**config.mk**
```make
export PLATFORM = sky130hd
export DESIGN_NAME = id_ex_stage
export DESIGN_NICKNAME = d
export VERILOG_FILES = /design/src/rtl/id_ex_stage.sv
export SDC_FILE = /design/constraint.sdc
export NUM_CORES = 1
export LEC_CHECK = 0
export ABC_AREA = 1
export CORE_ASPECT_RATIO = 0.7
export CORE_MARGIN = 4
export CORE_UTILIZATION = 39
export CTS_CLUSTER_DIAMETER = 80
export CTS_CLUSTER_SIZE = 30
export DETAILED_ROUTE_END_ITERATION = 6
export HOLD_SLACK_MARGIN = 0.08
export PLACE_DENSITY = 0.85
export SYNTH_ARGS = -nofsm -noshare
export SYNTH_HDL_FRONTEND = slang
export SYNTH_SLANG_ARGS = --single-unit
export TNS_END_PERCENT = 5
```
**constraint.sdc**
```tcl
create_clock -name clk -period 4.6 [get_ports clk]
set_clock_uncertainty 0.05 [all_clocks]
set_input_delay 0.46 -clock clk [delete_from_list [all_inputs] [get_ports clk]]
set_output_delay 0.46 -clock clk [all_outputs]
set_load 0.005 [all_outputs]
```
**src/rtl/id_ex_stage.sv**
```systemverilog
// id_ex_stage: RV32I decode-to-execute pipeline slot.
// Decodes the incoming instruction combinationally and captures the ALU
// operand/control set in a single registered slot. The slot uses a valid/ready
// handshake and can be flushed. All outputs read zero while the slot is empty.
// Optional feature macro: ID_ILLEGAL_TRAP_EN adds the `illegal` output.
module id_ex_stage #(
    parameter int XLEN   = 32,
    parameter int CTRL_W = 5
) (
    input  logic              clk,
    input  logic              rst,
    input  logic              in_valid,
    output logic              in_ready,
    input  logic [31:0]       instr,
    input  logic [XLEN-1:0]   pc,
    input  logic [XLEN-1:0]   rs1_val,
    input  logic [XLEN-1:0]   rs2_val,
    input  logic              flush,
    output logic              out_valid,
    input  logic              out_ready,
    output logic [XLEN-1:0]   rdata1,
    output logic [XLEN-1:0]   rdata2,
    output logic [XLEN-1:0]   imm,
    output logic              alu_src,
    output logic [CTRL_W-1:0] alu_ctrl,
    output logic [4:0]        rd,
    output logic              reg_write,
    output logic              mem_read,
    output logic              mem_write,
    output logic              is_branch,
    output logic              is_jal,
    output logic              is_jalr,
    output logic [2:0]        mem_funct3,
    output logic [XLEN-1:0]   pc_out
`ifdef ID_ILLEGAL_TRAP_EN
    ,
    output logic              illegal
`endif
);

    localparam logic [6:0] OPC_OP     = 7'b0110011;
    localparam logic [6:0] OPC_OPIMM  = 7'b0010011;
    localparam logic [6:0] OPC_LOAD   = 7'b0000011;
    localparam logic [6:0] OPC_STORE  = 7'b0100011;
    localparam logic [6:0] OPC_BRANCH = 7'b1100011;
    localparam logic [6:0] OPC_LUI    = 7'b0110111;
    localparam logic [6:0] OPC_AUIPC  = 7'b0010111;
    localparam logic [6:0] OPC_JAL    = 7'b1101111;
    localparam logic [6:0] OPC_JALR   = 7'b1100111;

    localparam logic [CTRL_W-1:0] ALUCTRL_ADD  = CTRL_W'(0);
    localparam logic [CTRL_W-1:0] ALUCTRL_SUB  = CTRL_W'(1);
    localparam logic [CTRL_W-1:0] ALUCTRL_SLT  = CTRL_W'(2);
    localparam logic [CTRL_W-1:0] ALUCTRL_SLTU = CTRL_W'(3);
    localparam logic [CTRL_W-1:0] ALUCTRL_AND  = CTRL_W'(4);
    localparam logic [CTRL_W-1:0] ALUCTRL_OR   = CTRL_W'(5);
    localparam logic [CTRL_W-1:0] ALUCTRL_XOR  = CTRL_W'(6);
    localparam logic [CTRL_W-1:0] ALUCTRL_SLL  = CTRL_W'(7);
    localparam logic [CTRL_W-1:0] ALUCTRL_SRL  = CTRL_W'(8);
    localparam logic [CTRL_W-1:0] ALUCTRL_SRA  = CTRL_W'(9);
    localparam logic [CTRL_W-1:0] ALUCTRL_BEQ  = CTRL_W'(10);
    localparam logic [CTRL_W-1:0] ALUCTRL_BNE  = CTRL_W'(11);
    localparam logic [CTRL_W-1:0] ALUCTRL_BLT  = CTRL_W'(12);
    localparam logic [CTRL_W-1:0] ALUCTRL_BGE  = CTRL_W'(13);
    localparam logic [CTRL_W-1:0] ALUCTRL_BLTU = CTRL_W'(14);
    localparam logic [CTRL_W-1:0] ALUCTRL_BGEU = CTRL_W'(15);

    // Instruction fields
    logic [6:0] opcode;
    logic [2:0] funct3;
    logic [6:0] funct7;
    logic [4:0] rd_f;
    logic       f7_zero;
    logic       f7_alt;

    assign opcode  = instr[6:0];
    assign funct3  = instr[14:12];
    assign funct7  = instr[31:25];
    assign rd_f    = instr[11:7];
    assign f7_zero = (funct7 == 7'b0000000);
    assign f7_alt  = (funct7 == 7'b0100000);

    // Immediates
    logic [31:0] imm_i, imm_s, imm_b, imm_u, imm_j, imm_sh;

    assign imm_i  = {{20{instr[31]}}, instr[31:20]};
    assign imm_s  = {{20{instr[31]}}, instr[31:25], instr[11:7]};
    assign imm_b  = {{19{instr[31]}}, instr[31], instr[7], instr[30:25], instr[11:8], 1'b0};
    assign imm_u  = {instr[31:12], 12'b0};
    assign imm_j  = {{11{instr[31]}}, instr[31], instr[19:12], instr[20], instr[30:21], 1'b0};
    assign imm_sh = {27'b0, instr[24:20]};

    // Shared funct3 -> ALU op map for OP and OP-IMM; alt selects SUB/SRA
    function automatic logic [CTRL_W-1:0] arith_op(input logic [2:0] f3, input logic alt);
        logic [CTRL_W-1:0] op;
        case (f3)
            3'b000:  op = alt ? ALUCTRL_SUB : ALUCTRL_ADD;
            3'b001:  op = ALUCTRL_SLL;
            3'b010:  op = ALUCTRL_SLT;
            3'b011:  op = ALUCTRL_SLTU;
            3'b100:  op = ALUCTRL_XOR;
            3'b101:  op = alt ? ALUCTRL_SRA : ALUCTRL_SRL;
            3'b110:  op = ALUCTRL_OR;
            default: op = ALUCTRL_AND;
        endcase
        return op;
    endfunction

    // Next-slot contents
    logic [XLEN-1:0]   rdata1_d, imm_d;
    logic              alu_src_d;
    logic [CTRL_W-1:0] alu_ctrl_d;
    logic [4:0]        rd_d;
    logic              reg_write_d, mem_read_d, mem_write_d;
    logic              is_branch_d, is_jal_d, is_jalr_d;
    logic [2:0]        mem_funct3_d;
    logic              legal_d;

    // Slot registers
    logic              out_valid_q;
    logic [XLEN-1:0]   rdata1_q, rdata2_q, imm_q, pc_q;
    logic              alu_src_q;
    logic [CTRL_W-1:0] alu_ctrl_q;
    logic [4:0]        rd_q;
    logic              reg_write_q, mem_read_q, mem_write_q;
    logic              is_branch_q, is_jal_q, is_jalr_q;
    logic [2:0]        mem_funct3_q;

    logic load;

    assign in_ready = !out_valid_q || out_ready;
    assign load     = in_valid && in_ready && !flush;

    // Combinational decode of the incoming instruction
    always_comb begin
        rdata1_d     = rs1_val;
        imm_d        = '0;
        alu_src_d    = 1'b0;
        alu_ctrl_d   = ALUCTRL_ADD;
        rd_d         = '0;
        reg_write_d  = 1'b0;
        mem_read_d   = 1'b0;
        mem_write_d  = 1'b0;
        is_branch_d  = 1'b0;
        is_jal_d     = 1'b0;
        is_jalr_d    = 1'b0;
        mem_funct3_d = '0;
        legal_d      = 1'b0;

        case (opcode)
            OPC_OP: begin
                rd_d        = rd_f;
                reg_write_d = 1'b1;
                if (funct3 == 3'b000 || funct3 == 3'b101) begin
                    legal_d    = f7_zero || f7_alt;
                    alu_ctrl_d = arith_op(funct3, f7_alt);
                end else begin
                    legal_d    = f7_zero;
                    alu_ctrl_d = arith_op(funct3, 1'b0);
                end
            end
            OPC_OPIMM: begin
                rd_d        = rd_f;
                reg_write_d = 1'b1;
                alu_src_d   = 1'b1;
                if (funct3 == 3'b001) begin
                    legal_d    = f7_zero;
                    imm_d      = imm_sh;
                    alu_ctrl_d = ALUCTRL_SLL;
                end else if (funct3 == 3'b101) begin
                    legal_d    = f7_zero || f7_alt;
                    imm_d      = imm_sh;
                    alu_ctrl_d = arith_op(funct3, instr[30]);
                end else begin
                    legal_d    = 1'b1;
                    imm_d      = imm_i;
                    alu_ctrl_d = arith_op(funct3, 1'b0);
                end
            end
            OPC_LOAD: begin
                legal_d      = (funct3 == 3'b000) || (funct3 == 3'b001) || (funct3 == 3'b010) ||
                               (funct3 == 3'b100) || (funct3 == 3'b101);
                rd_d         = rd_f;
                reg_write_d  = 1'b1;
                alu_src_d    = 1'b1;
                imm_d        = imm_i;
                mem_read_d   = 1'b1;
                mem_funct3_d = funct3;
            end
            OPC_STORE: begin
                legal_d      = (funct3 == 3'b000) || (funct3 == 3'b001) || (funct3 == 3'b010);
                alu_src_d    = 1'b1;
                imm_d        = imm_s;
                mem_write_d  = 1'b1;
                mem_funct3_d = funct3;
            end
            OPC_BRANCH: begin
                legal_d     = (funct3 != 3'b010) && (funct3 != 3'b011);
                imm_d       = imm_b;
                is_branch_d = 1'b1;
                case (funct3)
                    3'b000:  alu_ctrl_d = ALUCTRL_BEQ;
                    3'b001:  alu_ctrl_d = ALUCTRL_BNE;
                    3'b100:  alu_ctrl_d = ALUCTRL_BLT;
                    3'b101:  alu_ctrl_d = ALUCTRL_BGE;
                    3'b110:  alu_ctrl_d = ALUCTRL_BLTU;
                    default: alu_ctrl_d = ALUCTRL_BGEU;
                endcase
            end
            OPC_LUI: begin
                legal_d     = 1'b1;
                rdata1_d    = '0;
                alu_src_d   = 1'b1;
                imm_d       = imm_u;
                rd_d        = rd_f;
                reg_write_d = 1'b1;
            end
            OPC_AUIPC: begin
                legal_d     = 1'b1;
                rdata1_d    = pc;
                alu_src_d   = 1'b1;
                imm_d       = imm_u;
                rd_d        = rd_f;
                reg_write_d = 1'b1;
            end
            OPC_JAL: begin
                legal_d     = 1'b1;
                rdata1_d    = pc;
                alu_src_d   = 1'b1;
                imm_d       = imm_j;
                is_jal_d    = 1'b1;
                rd_d        = rd_f;
                reg_write_d = 1'b1;
            end
            OPC_JALR: begin
                legal_d     = (funct3 == 3'b000);
                alu_src_d   = 1'b1;
                imm_d       = imm_i;
                is_jalr_d   = 1'b1;
                rd_d        = rd_f;
                reg_write_d = 1'b1;
            end
            default: legal_d = 1'b0;
        endcase

        // Unknown encodings collapse to a no-op ADD with no side effects
        if (!legal_d) begin
            rdata1_d     = rs1_val;
            imm_d        = '0;
            alu_src_d    = 1'b0;
            alu_ctrl_d   = ALUCTRL_ADD;
            rd_d         = '0;
            reg_write_d  = 1'b0;
            mem_read_d   = 1'b0;
            mem_write_d  = 1'b0;
            is_branch_d  = 1'b0;
            is_jal_d     = 1'b0;
            is_jalr_d    = 1'b0;
            mem_funct3_d = '0;
        end

        if (rd_d == 5'd0) begin
            reg_write_d = 1'b0;
        end
    end

    // Slot register: load on handshake, clear on flush or when drained
    always_ff @(posedge clk or posedge rst) begin
        if (rst) begin
            out_valid_q  <= 1'b0;
            rdata1_q     <= '0;
            rdata2_q     <= '0;
            imm_q        <= '0;
            pc_q         <= '0;
            alu_src_q    <= 1'b0;
            alu_ctrl_q   <= '0;
            rd_q         <= '0;
            reg_write_q  <= 1'b0;
            mem_read_q   <= 1'b0;
            mem_write_q  <= 1'b0;
            is_branch_q  <= 1'b0;
            is_jal_q     <= 1'b0;
            is_jalr_q    <= 1'b0;
            mem_funct3_q <= '0;
        end else if (load) begin
            out_valid_q  <= 1'b1;
            rdata1_q     <= rdata1_d;
            rdata2_q     <= rs2_val;
            imm_q        <= imm_d;
            pc_q         <= pc;
            alu_src_q    <= alu_src_d;
            alu_ctrl_q   <= alu_ctrl_d;
            rd_q         <= rd_d;
            reg_write_q  <= reg_write_d;
            mem_read_q   <= mem_read_d;
            mem_write_q  <= mem_write_d;
            is_branch_q  <= is_branch_d;
            is_jal_q     <= is_jal_d;
            is_jalr_q    <= is_jalr_d;
            mem_funct3_q <= mem_funct3_d;
        end else if (flush || (out_valid_q && out_ready)) begin
            // Emptying the slot also zeroes the payload so outputs read 0 when idle
            out_valid_q  <= 1'b0;
            rdata1_q     <= '0;
            rdata2_q     <= '0;
            imm_q        <= '0;
            pc_q         <= '0;
            alu_src_q    <= 1'b0;
            alu_ctrl_q   <= '0;
            rd_q         <= '0;
            reg_write_q  <= 1'b0;
            mem_read_q   <= 1'b0;
            mem_write_q  <= 1'b0;
            is_branch_q  <= 1'b0;
            is_jal_q     <= 1'b0;
            is_jalr_q    <= 1'b0;
            mem_funct3_q <= '0;
        end
    end

`ifdef ID_ILLEGAL_TRAP_EN
    logic illegal_q;

    // Illegal flag tracks the slot exactly like the other strobes
    always_ff @(posedge clk or posedge rst) begin
        if (rst) begin
            illegal_q <= 1'b0;
        end else if (load) begin
            illegal_q <= !legal_d;
        end else if (flush || (out_valid_q && out_ready)) begin
            illegal_q <= 1'b0;
        end
    end

    assign illegal = illegal_q;
`endif

    assign out_valid  = out_valid_q;
    assign rdata1     = rdata1_q;
    assign rdata2     = rdata2_q;
    assign imm        = imm_q;
    assign pc_out     = pc_q;
    assign alu_src    = alu_src_q;
    assign alu_ctrl   = alu_ctrl_q;
    assign rd         = rd_q;
    assign reg_write  = reg_write_q;
    assign mem_read   = mem_read_q;
    assign mem_write  = mem_write_q;
    assign is_branch  = is_branch_q;
    assign is_jal     = is_jal_q;
    assign is_jalr    = is_jalr_q;
    assign mem_funct3 = mem_funct3_q;

endmodule

```
* After elaboration in Yosys (flattened, before gate mapping)
Index checks and enable logic that the tools add are counted.
Word-level totals: register bits after elaboration 149, bits in latches 0, RAM bits 0, bits in read-only memories 0, input bits 133, memories kept 0
Operators by class: add/subtract/negate cells 0, multiply operators 0, div/mod/pow operators 0, $lt $le $gt $ge 0, equal/unequal tests 18, shift operators 0, muxes and demuxes 60, bitwise gates (word level) 0, reductions and logical operators 25
Operators with widths (count):
- 32-bit two-way mux | 9
- 32-bit case mux with 6 select lines | 1
- 32-bit case mux with 2 select lines | 1
- 4-bit case mux with 7 select lines | 2
- 5-bit two-way mux | 7
- 1-bit two-way mux | 30
- 3-bit case mux with 5 select lines | 2
- 7-bit by 6-bit == test with 1-bit output, second input constant | 4
- 7-bit == test, second input constant | 3
- 5-bit case mux with 3 select lines | 1
- 7-bit by 5-bit == test with 1-bit output, second input constant | 2
- 7-bit OR reduction | 2
- 3-bit two-way mux | 4
- 3-bit == test, second input constant | 3
- 1-bit logical OR | 8
- 4-bit two-way mux | 2
- 2-bit OR reduction | 4
- 7-bit by 2-bit == test with 1-bit output, second input constant | 1
- 7-bit zero test | 1
- 1-bit case mux with 7 select lines | 1
- 3-bit by 2-bit == test with 1-bit output, second input constant | 2
- 3-bit by 2-bit inequality test with 1-bit output, second input constant | 2
- 5-bit zero test | 1
- 1-bit logical AND | 4
- other kinds (5) | 6

* Longest topological paths before layout
depth after elaboration 10, gate-level depth with buffers 15, depth with buffers taken out 13

* Worst setup path before layout
No wires, ideal clock.
kind input port to flip-flop, start point in instr[14], end point reg imm_q[1] (netlist: imm[1]), setup time 0.117 ns, arrival 1.616 ns, slack 2.817 ns, stages 14, buffers on the path 3, path through buf_2 inv_1 nand2_1 inv_1 nand3_1 nand2_1 inv_2 nand2_1 nor2_1 nand2_4 buf_6 buf_6 nand3_1 nand2_1
On the way: longest elaborated chain between the ends 8
RTL lines:
- start: declaration | RTL line 14 | input logic [31:0] instr,
- 3-bit by 1-bit == test with 1-bit output / 3-bit zero test (equally long branches)
- 1-bit logical OR (2 in series) | RTL line 181, 191
- 1-bit logical OR | RTL line 181 | legal_d = (funct3 == 3'b000) || (funct3 == 3'b001) || (funct3 == 3'b010) ||
- 1-bit logical OR | RTL line 182 | (funct3 == 3'b100) || (funct3 == 3'b101);
- 1-bit case mux with 7 select lines | RTL line 150 | case (opcode)
- 32-bit two-way mux * | RTL line 247 | if (!legal_d) begin
- 32-bit two-way mux * | RTL line 285 | end else if (load) begin
- end signal: assignment | RTL line 289 | imm_q <= imm_d;
- end: declaration | RTL line 121 | logic [XLEN-1:0] rdata1_q, rdata2_q, imm_q, pc_q;
Every way passes the cells marked *; elsewhere a longest branch is shown, timed or not. A chain may end at the register's enable or synchronous reset.

* Final worst setup path
start point in instr[1], end point reg alu_ctrl_q[2] (netlist: alu_ctrl[2])
On the way: longest elaborated chain between the ends 5
RTL lines:
- 7-bit == test (tied with other cells) | RTL line 150
- 3-bit OR reduction (no source line)
- 1-bit case mux with 7 select lines | RTL line 150
- 5-bit two-way mux * | RTL line 247
- 5-bit two-way mux * | RTL line 285
- end signal: assignment | RTL line 292 | alu_ctrl_q <= alu_ctrl_d;
- end: declaration | RTL line 123 | logic [CTRL_W-1:0] alu_ctrl_q;
Marked as above.

==> results.py <==
metrics = {
    "cts": {
        "post_cts_resized": 0,
        "clockBufferDepth": 2,
        "cts_sinks": 148,
        "cts_tree": "built",
        "cts-root-buf": "clkbuf_16",
        "ctsHoldBuffers": 0,
        "clk_pin_slew_worst_paths_ns": 0.07,
        "clk_latency_ns": 0.41,
        "htree_levels": 4,
        "cts_buffers": 17,
        "cts_setup_buffers": 0,
    },
    "critical_path": {
        "crit_path_start_kind": "input pin",
        "crit_end": "alu_ctrl[2]",
        "cp-end-kind": "flop",
        "cp.required_ns": 4.90,
        "rrSetupSlack_ns": 2.07,
        "crit_type": "input pin to flop",
        "critPathMaxFanout": 40,
        "critPathArrivalTime_ns": 2.97,
        "r2r_end": "rdata1[20]",
        "path_cells": "clkdlybuf4s50_1 -> nand2_1 -> nor2_1 -> nand2_1 -> nand2_2 -> a21oi_2 -> nand2_4 -> nand2_2 -> a21oi_2 -> nand2_1 -> nand2_1",
        "r2r-start": "out_valid",
        "crit_start": "instr[1]",
        "r2r_cells": 8,
        "slowest_stage": "clkdlybuf4s50_1",
        "crit_path_frequent_cell": "nand2_1",
        "slowest_delay_ns": 0.45,
    },
    "pwr": {
        "power.switching_w": 0.000842,
        "report.power.total_w": 0.00324,
        "p_leak_nw": 4.74,
        "combPwrFrac": 0.145,
        "p_seq_frac": 0.431,
        "ir_worst_vdd_mv": 0.229,
        "clockPowerShare": 0.423,
        "switching_share": 0.260,
        "internal_power_w": 0.00239,
        "power_density_nw_per_um2": 318,
    },
    "synthesis": {
        "synthTopCellsByArea": "dfrtp_1, nand2_1, nand3_1, a22o_1, o21ai_0",
        "synthesis.area_um2": 6670,
        "synth_cells": 731,
        "yosys_warnings": 0,
        "yosys.area.top_type": "dfrtp_1",
        "yosysSeqAreaShare": 0.556,
        "avgSynthCellArea_um2": 9.12,
        "synth-seq-cells": 148,
        "synthesis.nets": 864,
        "netlist-cell-type-count": 35,
        "yosysTopAreaCellShare": 0.556,
    },
    "drt": {
        "first_pass_iters": 5,
        "via_count": 6478,
        "routed_via_density": 5.28,
        "drcViolationCount": 0,
        "wl_per_cell_um": 18.4,
        "drtIter0Drc": 779,
        "drt-total-wl_um": 22600,
        "ant_nets": 0,
    },
    "final_layout": {
        "layout.cells.non_filler": 1226,
        "layout_commonest_cell": "clkdlybuf4s50_1",
        "layout_common_cells": "clkdlybuf4s50_1, nand2_1, dfrtp_1",
        "num_antenna_cells": 0,
        "fill_cells": 1336,
        "fin_area_um2": 10200,
        "syn_to_final_growth_pct": 52.8,
        "finalNetCount": 1121,
        "layout-drive-gt1-share": 0.0769,
    },
    "timing": {
        "period_needed_ns": 2.67,
        "setup_violations": 0,
        "hold_viol": 0,
        "max_freq_ghz": 0.374,
        "min_period_over_period": 0.581,
        "setup_tns_ns": 0,
        "worstMarginPinSlew_ns": 0.921,
        "slew_viol_final": 0,
        "rsz0062_at_grt": "false",
        "slew_headroom": 0.386,
    },
    "outcome": {
        "status": "completed",
    },
    "placed_design": {
        "place_hpwl_um": 16000,
        "dp.cells": 1194,
        "numPortBuffers": 281,
        "dpl_cell_area_um2": 9600,
        "gp_congestion": 0.884,
    },
    "floorplan": {
        "core_um2": 16500,
        "start_util": 0.403,
        "dieArea_um2": 19300,
        "io_pins": 283,
        "dieHeight_um": 117,
        "rows": 39,
        "die_x_um": 164,
    },
    "global_routing": {
        "grt_pass1_wl_um": 35600,
        "antenna_found_initial": 0,
        "grt_overflow": 0,
        "track_usage": 0.233,
        "grt_max_degree": 99,
        "grt_pass1_vias": 6439,
    },
    "min_path": {
        "hold_depth": 2,
        "min_from": "pc_out[30]",
        "hold_class": "flop to flop",
    },
    "job": {
        "maxCapViolCount": 0,
    },
}
## synth_stat cells, drive strengths merged
cell and n:
conb 1, o22ai 4, o31ai 5, a32oi 5, o311ai 11, dfrtp 148
inv 47, nand2 215, nor3 3, nor2 28, a21boi 1, clkbuf 19
a22o 48, o21ai 45, a21oi 5, nand3 114, o211ai 1, buf 31
## worst max-delay path, delay by kind of cell
family | cells | cell delay (ns)
simple gates | 8 | 1.74
buf+inv | 1 | 0.45
compound gates | 2 | 0.29
## through the flow
step	setup WS (ns)	utilization	hold WS, ns
2_1_floorplan	0.110	-	0.415
3_3_place_gp	1.64	0.580	0.403
3_5_place_dp	1.54	0.580	0.409
4_1_cts	2.00	0.616	0.426
5_1_grt	1.75	0.616	0.458
6_report	1.93	0.616	0.422
## worst min-delay path by stage
stage / to / slack, ns
floorplan: pc_out[26] / 0.42
global placement: pc_out[27] / 0.40
detailed placement: pc_out[30] / 0.41
CTS: pc_out[30] / 0.43
global route: pc_out[27] / 0.46
finish: pc_out[30] / 0.42
## cell families (layout without fill, tap and decap cells)
kind of cell,count (synthesis),in the layout,synth area share
compound gates,125,125,0.140
buf+inv,97,367,0.0633
flops,148,148,0.556
other cells,1,1,0.000563
simple gates,360,360,0.241
## flip-flops by register name, summed over array words and instances, names as in the netlist
name        cells
alu_ctrl        4
alu_src         1
imm            32
is_branch       1
is_jal          1
is_jalr         1
mem_funct3      3
mem_read        1
mem_write       1
out_valid       1
pc_out         32
rd              5
rdata1         32
rdata2         32
reg_write       1
## routing by layer
layer,GRT usage,share of wire,up-vias
li1,-,-,2985
met3,0.0638,0.093,45
met1,0.315,0.42,3114
met2,0.366,0.47,334
met5,0,0,-
met4,0.0728,0.024,0
## layout make-up
cell class              count  area [um2]  share of cell area
clock buffers              18         439              0.0431
clock inverters            14         145              0.0142
inverters                  47         186              0.0183
multi-input cells         486        2540               0.249
flip-flops and latches    148        3700               0.364
well taps                 225         282              0.0276
repair buffers            288        2890               0.284
## power by group through the flow
stage | Sequential [W] | Combinational [W] | Clock [W]
finish | 0.00140 | 0.000470 | 0.00137
global route | 0.00140 | 0.000510 | 0.00146
CTS | 0.00140 | 0.000474 | 0.00139
detailed placement | 0.00142 | 0.000471 | 0
global placement | 0.00142 | 0.000462 | 0
floorplan | 0.00142 | 0.000168 | 0
Note: power is estimated with default switching activity, not from simulation.
